File: config.mk
export PLATFORM = sky130hd
export DESIGN_NAME = tdc_thermo_encoder_flat
export DESIGN_NICKNAME = d
export VERILOG_FILES = /design/src/rtl/tdc_thermo_encoder_if.sv /design/src/rtl/tdc_thermo_encoder.sv /design/src/flat_wrapper.sv
export SDC_FILE = /design/constraint.sdc
export NUM_CORES = 1
export LEC_CHECK = 0
export ABC_AREA = 1
export CELL_PAD_IN_SITES_DETAIL_PLACEMENT = 0
export CELL_PAD_IN_SITES_GLOBAL_PLACEMENT = 1
export CORE_MARGIN = 1.5
export CORE_UTILIZATION = 38
export CTS_CLUSTER_SIZE = 12
export DETAILED_ROUTE_END_ITERATION = 10
export DONT_BUFFER_PORTS = 1
export GPL_TIMING_DRIVEN = 0
export PLACE_DENSITY_LB_ADDON = 0.05
export RECOVER_POWER = 25
export SLEW_MARGIN = 20
export SYNTH_ARGS = -nofsm -noshare
export SYNTH_HDL_FRONTEND = slang
export SYNTH_SLANG_ARGS = --single-unit
File: constraint.sdc
create_clock -name clk -period 3.1 [get_ports clk]
set_clock_uncertainty 0.15 [all_clocks]
set_input_delay 0.465 -clock clk [delete_from_list [all_inputs] [get_ports clk]]
set_output_delay 0.465 -clock clk [all_outputs]
set_load 0.02 [all_outputs]
File: src/rtl/tdc_thermo_encoder_if.sv
// ---------------------------------------------------------------------------
// tdc_thermo_encoder_if
//   Bundles the TDC encoder's control, tap and timestamp signals.
//   master : the side that drives enable/tap_in and consumes timestamps
//   slave  : the encoder itself
//   Signals:
//     enable      - 1 = coarse counter runs and hits are reported
//     tap_in      - raw delay-line taps, bit 0 nearest the line input
//     hit_valid   - one-cycle strobe qualifying fine_code/coarse_time/saturated
//     fine_code   - leading-ones count of the bubble-corrected word
//     coarse_time - coarse counter value at the hit's sampling edge
//     saturated   - corrected word was all ones
//     coarse_wrap - one-cycle pulse when the coarse counter rolls over
// ---------------------------------------------------------------------------
interface tdc_thermo_encoder_if #(
  parameter int NTAP     = 32,
  parameter int FINE_W   = 6,
  parameter int COARSE_W = 16
);
  logic                enable;
  logic [NTAP-1:0]     tap_in;
  logic                hit_valid;
  logic [FINE_W-1:0]   fine_code;
  logic [COARSE_W-1:0] coarse_time;
  logic                saturated;
  logic                coarse_wrap;

  modport master (
    output enable,
    output tap_in,
    input  hit_valid,
    input  fine_code,
    input  coarse_time,
    input  saturated,
    input  coarse_wrap
  );

  modport slave (
    input  enable,
    input  tap_in,
    output hit_valid,
    output fine_code,
    output coarse_time,
    output saturated,
    output coarse_wrap
  );
endinterface

File: src/rtl/tdc_thermo_encoder.sv
// ---------------------------------------------------------------------------
// tdc_thermo_encoder
//   Back end of the TDC delay line. Captures the tap vector every clock,
//   resynchronises it, removes single-tap bubbles, detects the rising edge
//   of the hit at tap 0 and emits one timestamp (fine + coarse) per hit.
//   Ports:
//     clk   - sampling clock, all flops rising-edge
//     rst_n - asynchronous active-low reset
//     bus   - slave side of tdc_thermo_encoder_if (enable, tap_in in;
//             hit_valid, fine_code, coarse_time, saturated, coarse_wrap out)
//   Pipeline (edge n captures tap_in):
//     S1 n   : capture taps, counter value, enable
//     S2 n+1 : metastability stage
//     S3 n+2 : bubble-corrected word and hit detect registered
//     S4 n+3 : timestamp registered, hit_valid strobes
// ---------------------------------------------------------------------------
module tdc_thermo_encoder #(
  parameter int NTAP     = 32,
  parameter int FINE_W   = 6,
  parameter int COARSE_W = 16
) (
  input  logic                 clk,
  input  logic                 rst_n,
  tdc_thermo_encoder_if.slave  bus
);

  // Majority of three: removes an isolated bubble in either polarity.
  function automatic logic maj3(input logic a, input logic b, input logic c);
    maj3 = (a & b) | (a & c) | (b & c);
  endfunction

  // Index of the first 0 scanning up from bit 0; NTAP when all ones.
  // Scanning downwards lets the lowest zero overwrite any higher one.
  function automatic logic [FINE_W-1:0] first_zero(input logic [NTAP-1:0] v);
    first_zero = FINE_W'(NTAP);
    for (int k = NTAP - 1; k >= 0; k--) begin
      if (!v[k]) begin
        first_zero = FINE_W'(k);
      end else begin
        first_zero = first_zero;
      end
    end
  endfunction

  // Coarse counter
  logic [COARSE_W-1:0] r_cnt;
  logic                r_wrap;
  // S1
  logic [NTAP-1:0]     r_cap;
  logic [COARSE_W-1:0] r_cnt_s1;
  logic                r_en_s1;
  // S2
  logic [NTAP-1:0]     r_sync;
  logic [COARSE_W-1:0] r_cnt_s2;
  logic                r_en_s2;
  // S3
  logic [NTAP-1:0]     r_corr;
  logic                r_prev0;
  logic                r_hit;
  logic [COARSE_W-1:0] r_cnt_s3;
  // S4 / outputs
  logic                r_hit_valid;
  logic [FINE_W-1:0]   r_fine;
  logic [COARSE_W-1:0] r_coarse;
  logic                r_sat;

  // Synchronised word extended with its boundary values:
  // below tap 0 mirrors tap 0, above the last tap reads as 0.
  logic [NTAP+1:0]     w_ext;
  logic [NTAP-1:0]     w_corr;

  assign w_ext = {1'b0, r_sync, r_sync[0]};

  // Bubble correction: each corrected bit is the majority of its neighbourhood.
  always_comb begin
    w_corr = '0;
    for (int k = 0; k < NTAP; k++) begin
      w_corr[k] = maj3(w_ext[k], w_ext[k+1], w_ext[k+2]);
    end
  end

  // Free-running coarse counter, held at 0 while disabled; flags rollover.
  always_ff @(posedge clk or negedge rst_n) begin
    if (!rst_n) begin
      r_cnt  <= '0;
      r_wrap <= 1'b0;
    end else if (bus.enable) begin
      r_cnt  <= r_cnt + COARSE_W'(1);
      r_wrap <= (r_cnt == {COARSE_W{1'b1}});
    end else begin
      r_cnt  <= '0;
      r_wrap <= 1'b0;
    end
  end

  // S1: capture taps with the counter value seen at this sampling edge.
  always_ff @(posedge clk or negedge rst_n) begin
    if (!rst_n) begin
      r_cap    <= '0;
      r_cnt_s1 <= '0;
      r_en_s1  <= 1'b0;
    end else begin
      r_cap    <= bus.tap_in;
      r_cnt_s1 <= r_cnt;
      r_en_s1  <= bus.enable;
    end
  end

  // S2: second flop on the taps to settle metastability.
  always_ff @(posedge clk or negedge rst_n) begin
    if (!rst_n) begin
      r_sync   <= '0;
      r_cnt_s2 <= '0;
      r_en_s2  <= 1'b0;
    end else begin
      r_sync   <= r_cap;
      r_cnt_s2 <= r_cnt_s1;
      r_en_s2  <= r_en_s1;
    end
  end

  // S3: register corrected word; a hit is a rising corr[0] qualified by the
  // enable that travelled with this sample. prev0 tracks even when disabled,
  // so a level already high when enable rises is not reported.
  always_ff @(posedge clk or negedge rst_n) begin
    if (!rst_n) begin
      r_corr   <= '0;
      r_prev0  <= 1'b0;
      r_hit    <= 1'b0;
      r_cnt_s3 <= '0;
    end else begin
      r_corr   <= w_corr;
      r_prev0  <= w_corr[0];
      r_hit    <= w_corr[0] & ~r_prev0 & r_en_s2;
      r_cnt_s3 <= r_cnt_s2;
    end
  end

  // S4: encode the timestamp on a hit; otherwise hold the last timestamp.
  always_ff @(posedge clk or negedge rst_n) begin
    if (!rst_n) begin
      r_hit_valid <= 1'b0;
      r_fine      <= '0;
      r_coarse    <= '0;
      r_sat       <= 1'b0;
    end else begin
      r_hit_valid <= r_hit;
      if (r_hit) begin
        r_fine   <= first_zero(r_corr);
        r_coarse <= r_cnt_s3;
        r_sat    <= &r_corr;
      end
    end
  end

  assign bus.hit_valid   = r_hit_valid;
  assign bus.fine_code   = r_fine;
  assign bus.coarse_time = r_coarse;
  assign bus.saturated   = r_sat;
  assign bus.coarse_wrap = r_wrap;

endmodule
File: src/flat_wrapper.sv
// flat-port wrapper written by rule: the top's interface ports become plain ports
module tdc_thermo_encoder_flat 
#(
  parameter int NTAP     = 32,
  parameter int FINE_W   = 6,
  parameter int COARSE_W = 16
)
  (clk, rst_n, bus_enable, bus_tap_in, bus_hit_valid, bus_fine_code, bus_coarse_time, bus_saturated, bus_coarse_wrap);
  tdc_thermo_encoder_if #(.NTAP(NTAP), .FINE_W(FINE_W), .COARSE_W(COARSE_W)) bus_i ();
  input  logic clk;
  input  logic rst_n;
  input wire logic [$bits(bus_i.enable)-1:0] bus_enable;
  input wire logic [$bits(bus_i.tap_in)-1:0] bus_tap_in;
  output wire logic [$bits(bus_i.hit_valid)-1:0] bus_hit_valid;
  output wire logic [$bits(bus_i.fine_code)-1:0] bus_fine_code;
  output wire logic [$bits(bus_i.coarse_time)-1:0] bus_coarse_time;
  output wire logic [$bits(bus_i.saturated)-1:0] bus_saturated;
  output wire logic [$bits(bus_i.coarse_wrap)-1:0] bus_coarse_wrap;
  assign bus_i.enable = bus_enable;
  assign bus_i.tap_in = bus_tap_in;
  assign bus_hit_valid = bus_i.hit_valid;
  assign bus_fine_code = bus_i.fine_code;
  assign bus_coarse_time = bus_i.coarse_time;
  assign bus_saturated = bus_i.saturated;
  assign bus_coarse_wrap = bus_i.coarse_wrap;
  tdc_thermo_encoder #(.NTAP(NTAP), .FINE_W(FINE_W), .COARSE_W(COARSE_W)) u_core (.clk(clk), .rst_n(rst_n), .bus(bus_i));
endmodule
==> summary.md <==
| Metric | Value |
|---|---|
| Core area | 15370 um^2 |
| Die Y | 129.0 um |
| Comb pwr share | 0.027 |
| HP Class | in2async |
| Sequential Power Share | 0.512 |
| Routed Antenna Nets | 0 |
| Final net count | 593 |
| # placed instances | 715 |
| GR Util All Layers | 0.1345 |
| Port Buffers | 0 |
| Post-synth cell types | 19 |
| Row count | 45 |
| Ys Warns | 0 |
| Iter 0 DRT Violations | 143 |
| CTS tree | built |
| Latest clock arrival within the worst-skew pair | 420 ps |
| Crit end category | register |
| TritonCTS Sinks | 188 |
| Setup Total Neg Slack | 0 ps |
| Global-route wire length before repair | 16.84 mm |
| Fmax achieved | 396.9 MHz |
| Final worst path period need | 2520 ps |
| R2R Path End | u_core.r_cnt[14] |
| Post-Route WL | 9.708 mm |
| Top Metal Used | met4 |
| Layout area overhead | 20.78% |
| Crit path DAT | 2680 ps |
| Num ports | 60 |
| # diodes | 0 |
| Final period util | 0.8128 |
| Post-DR vias/cell | 4.273 |
| Pwr/cell area | 701.9 nW/um^2 |
| Routed WL per cell | 12.43 um |
| Syn Nets | 540 |
| Failing checks | negative hold slack |
| Worst Path Required | 3260 ps |
| Hold violation total from the final report | 188 |
| Worst reg-to-reg setup slack | 580 ps |
| DRC viols | 0 |
| Reg area | 4705 um^2 |
| Worst rel slew slack | 0.6959 |
| Hold slack | -414.0 ps |
| Post-Synth XOR/XNOR Area | 0 |
| Reg2Reg Depth | 11 |
| Slew Limit Fails | 0 |
| Synth Area in Compound Gates | 0.05331 |
| Maximum vdd drop | 471.6 uV |
| CTS root buf | clkbuf_16 |
| Final Non-Filler Cells | 781 |
| Power share of the clock group | 0.460 |
| Clock buffer depth | 2 |
| Internal power | 4.098 mW |
| Simple-gate share of the synthesized area | 0.1267 |
| Via count | 3337 |
| Reg2reg start | u_core.r_cnt[0] |
| Max Cap Viol | 0 |
| Vias in the first global route | 3475 |
| P_sw | 1.016 mW |
| Grt ovf | 0 |
| Met3 WL | 596 um |
| Met2 wire len | 4.312 mm |
| Post-Syn Area | 6032 um^2 |
| Status | complete, but fails checks |
| WS Path Type | reg2reg |
| Net Sw Frac | 0.1987 |
| Area occupied by multi-input gates | 1099 um^2 |
| # fillers | 1385 |
| Unrepaired setup endpoints after global routing | no |
| Post-CTS Setup Inserts | 0 |
| Leakage | 3.604 nW |
| Initial core utilization | 0.3924 |
| Met1 WL | 4.660 mm |
| GPL Wtd Cong | 0.7130 |
| Synthesized area per cell | 11.97 um^2 |
| Slew @ Worst Pin | 456.2 ps |
| H-tree depth | 4 |
| Die X | 129.0 um |
| Dpl hpwl | 6.052 mm |
| Adder-cell share of the synthesized area | 0.002074 |
| Multiplexer share of the synthesized area | 0 |
| Pin count of the biggest net entering global routing | 189 |
| Share of cells above drive strength 1 | 0.05614 |
| First-pass detailed-route iteration total | 4 |
| Initial antenna violation count | 0 |
| Seq/Total Area, Yosys | 0.7799 |
| Cells after Synth | 504 |
| Final Setup Violations | 0 |
| #FFs+latches synth | 188 |
| Largest family of logic cells by synthesized area | simple AND/OR/NAND/NOR gates |
| Critical path startpoint category | register |
| Worst-path clk slew | 70 ps |
| Num CTS Buffers | 17 |
| CP max FO | 4 |
| Die area | 16640 um^2 |
## how the worst max path moves through the flow
stage	from	to	slack, ps
finish	u_core.r_cnt[0]	u_core.r_cnt[14]	580
global route	u_core.r_cnt[0]	u_core.bus.coarse_wrap	260
CTS	u_core.r_cnt[0]	u_core.bus.coarse_wrap	490
detailed placement	u_core.r_cnt[0]	u_core.bus.coarse_wrap	530
global placement	u_core.r_cnt[0]	u_core.bus.coarse_wrap	540
floorplan	u_core.r_cnt[0]	u_core.r_cnt[14]	950
## cell usage in the layout (no fill, tap or decap), drive strengths merged, types with 2 or more instances in the layout
| cell | instances |
|---|---|
| a21oi | 41 |
| bufinv | 5 |
| nor2 | 42 |
| nand3 | 7 |
| nor4 | 2 |
| clkinv | 3 |
| nor3 | 4 |
| nand2 | 138 |
| a31oi | 2 |
| dfrtp | 188 |
| dlygate4sd3 | 34 |
| o21ai | 14 |
| inv | 55 |
| clkbuf | 27 |
## layout make-up
type                            instances  area share
Sequential cell                       188      0.6457
Timing Repair Buffer                   34     0.04671
Multi-Input combinational cell        256      0.1508
Clock buffer                           22     0.06371
Buffer                                  6    0.003606
Tap cell                              211     0.03624
Inverter                               54     0.02782
Clock inverter                         10     0.02542
## power groups by stage
stage               Combinational, mW  Sequential [mW]  Clock [mW]
floorplan                      0.0856             2.65           0
global placement                0.107             2.67           0
detailed placement              0.108             2.67           0
CTS                             0.142             2.62        2.42
global route                    0.165             2.63        2.53
finish                          0.139             2.62        2.35
## registers in the layout, indices dropped and copies added, names as in the netlist
| register | flops |
|---|---|
| u_core.r_cnt_s1 | 16 |
| u_core.r_cap | 32 |
| u_core.r_cnt_s2 | 16 |
| u_core.r_cnt | 16 |
| u_core.r_corr | 32 |
| u_core.bus.coarse_time | 16 |
| u_core.bus.coarse_wrap | 1 |
| u_core.r_cnt_s3 | 16 |
| u_core.bus.fine_code | 6 |
| u_core.r_en_s1 | 1 |
| u_core.r_sync | 32 |
| u_core.bus.saturated | 1 |
| u_core.r_en_s2 | 1 |
| u_core.bus.hit_valid | 1 |
| u_core.r_hit | 1 |
## critical path, cell delays in order, from the launching register on
cell and delay [ps]:
dfrtp_1 410, ha_1 210, nand2_1 60, nor2_1 120
inv_1 50, nor2_1 160, nand2_1 70, nor2_1 180
nand3_1 150, nor3_1 300, nand3_1 210, o221a_2 330
## logic make-up (layout without fill, tap and decap cells)
group,after synthesis,after routing
buffers and inverters,60,126
adders and majority gates,1,1
and+or+nand+nor,194,194
DFF,188,188
AOI/OAI and AO/OA,61,61
## cell usage after synthesis
master	count	area, um^2
nor2_1	42	157.7
o221a_2	1	11.26
nor3_1	4	20.02
dfrtp_1	188	4705
buf_4	1	7.510
clkbuf_1	5	18.77
nor4_4	1	21.27
o31ai_1	1	7.510
nand4_1	1	6.260
nand2_1	138	518.0
o21a_1	1	7.510
inv_1	54	202.7
o211ai_1	1	7.510
nor4_1	1	6.260
nand3_1	7	35.03
a31oi_1	2	12.51
a21oi_1	41	205.2
ha_1	1	12.51
o21ai_0	14	70.07
## through the flow
step | cell area (um^2) | power [mW] | worst slack [ps] | utilization
after detailed placement | 6296 | 2.775 | 532.8 | 0.4096
after floorplan | 6032 | 2.735 | 950.6 | -
after global routing | 7286 | 5.332 | 258.9 | 0.4740
final | 7286 | 5.114 | 580.4 | 0.4740
after global placement | 6296 | 2.775 | 536.5 | 0.4096
after CTS | 7276 | 5.185 | 494.7 | 0.4733
## per-layer routing
layer | vias up | track usage
met2 | 48 | 0.1957
met5 | - | 0
met4 | 0 | 0.05155
met1 | 1611 | 0.1766
li1 | 1667 | -
met3 | 11 | 0.06154
## what timing repair did
item                      in CTS  in global routing
gates resized for setup        0                  0
hold buffers                  33                  1
hold endpoints to repair     221                189
No activity file was read; power rests on OpenSTA's default activity.
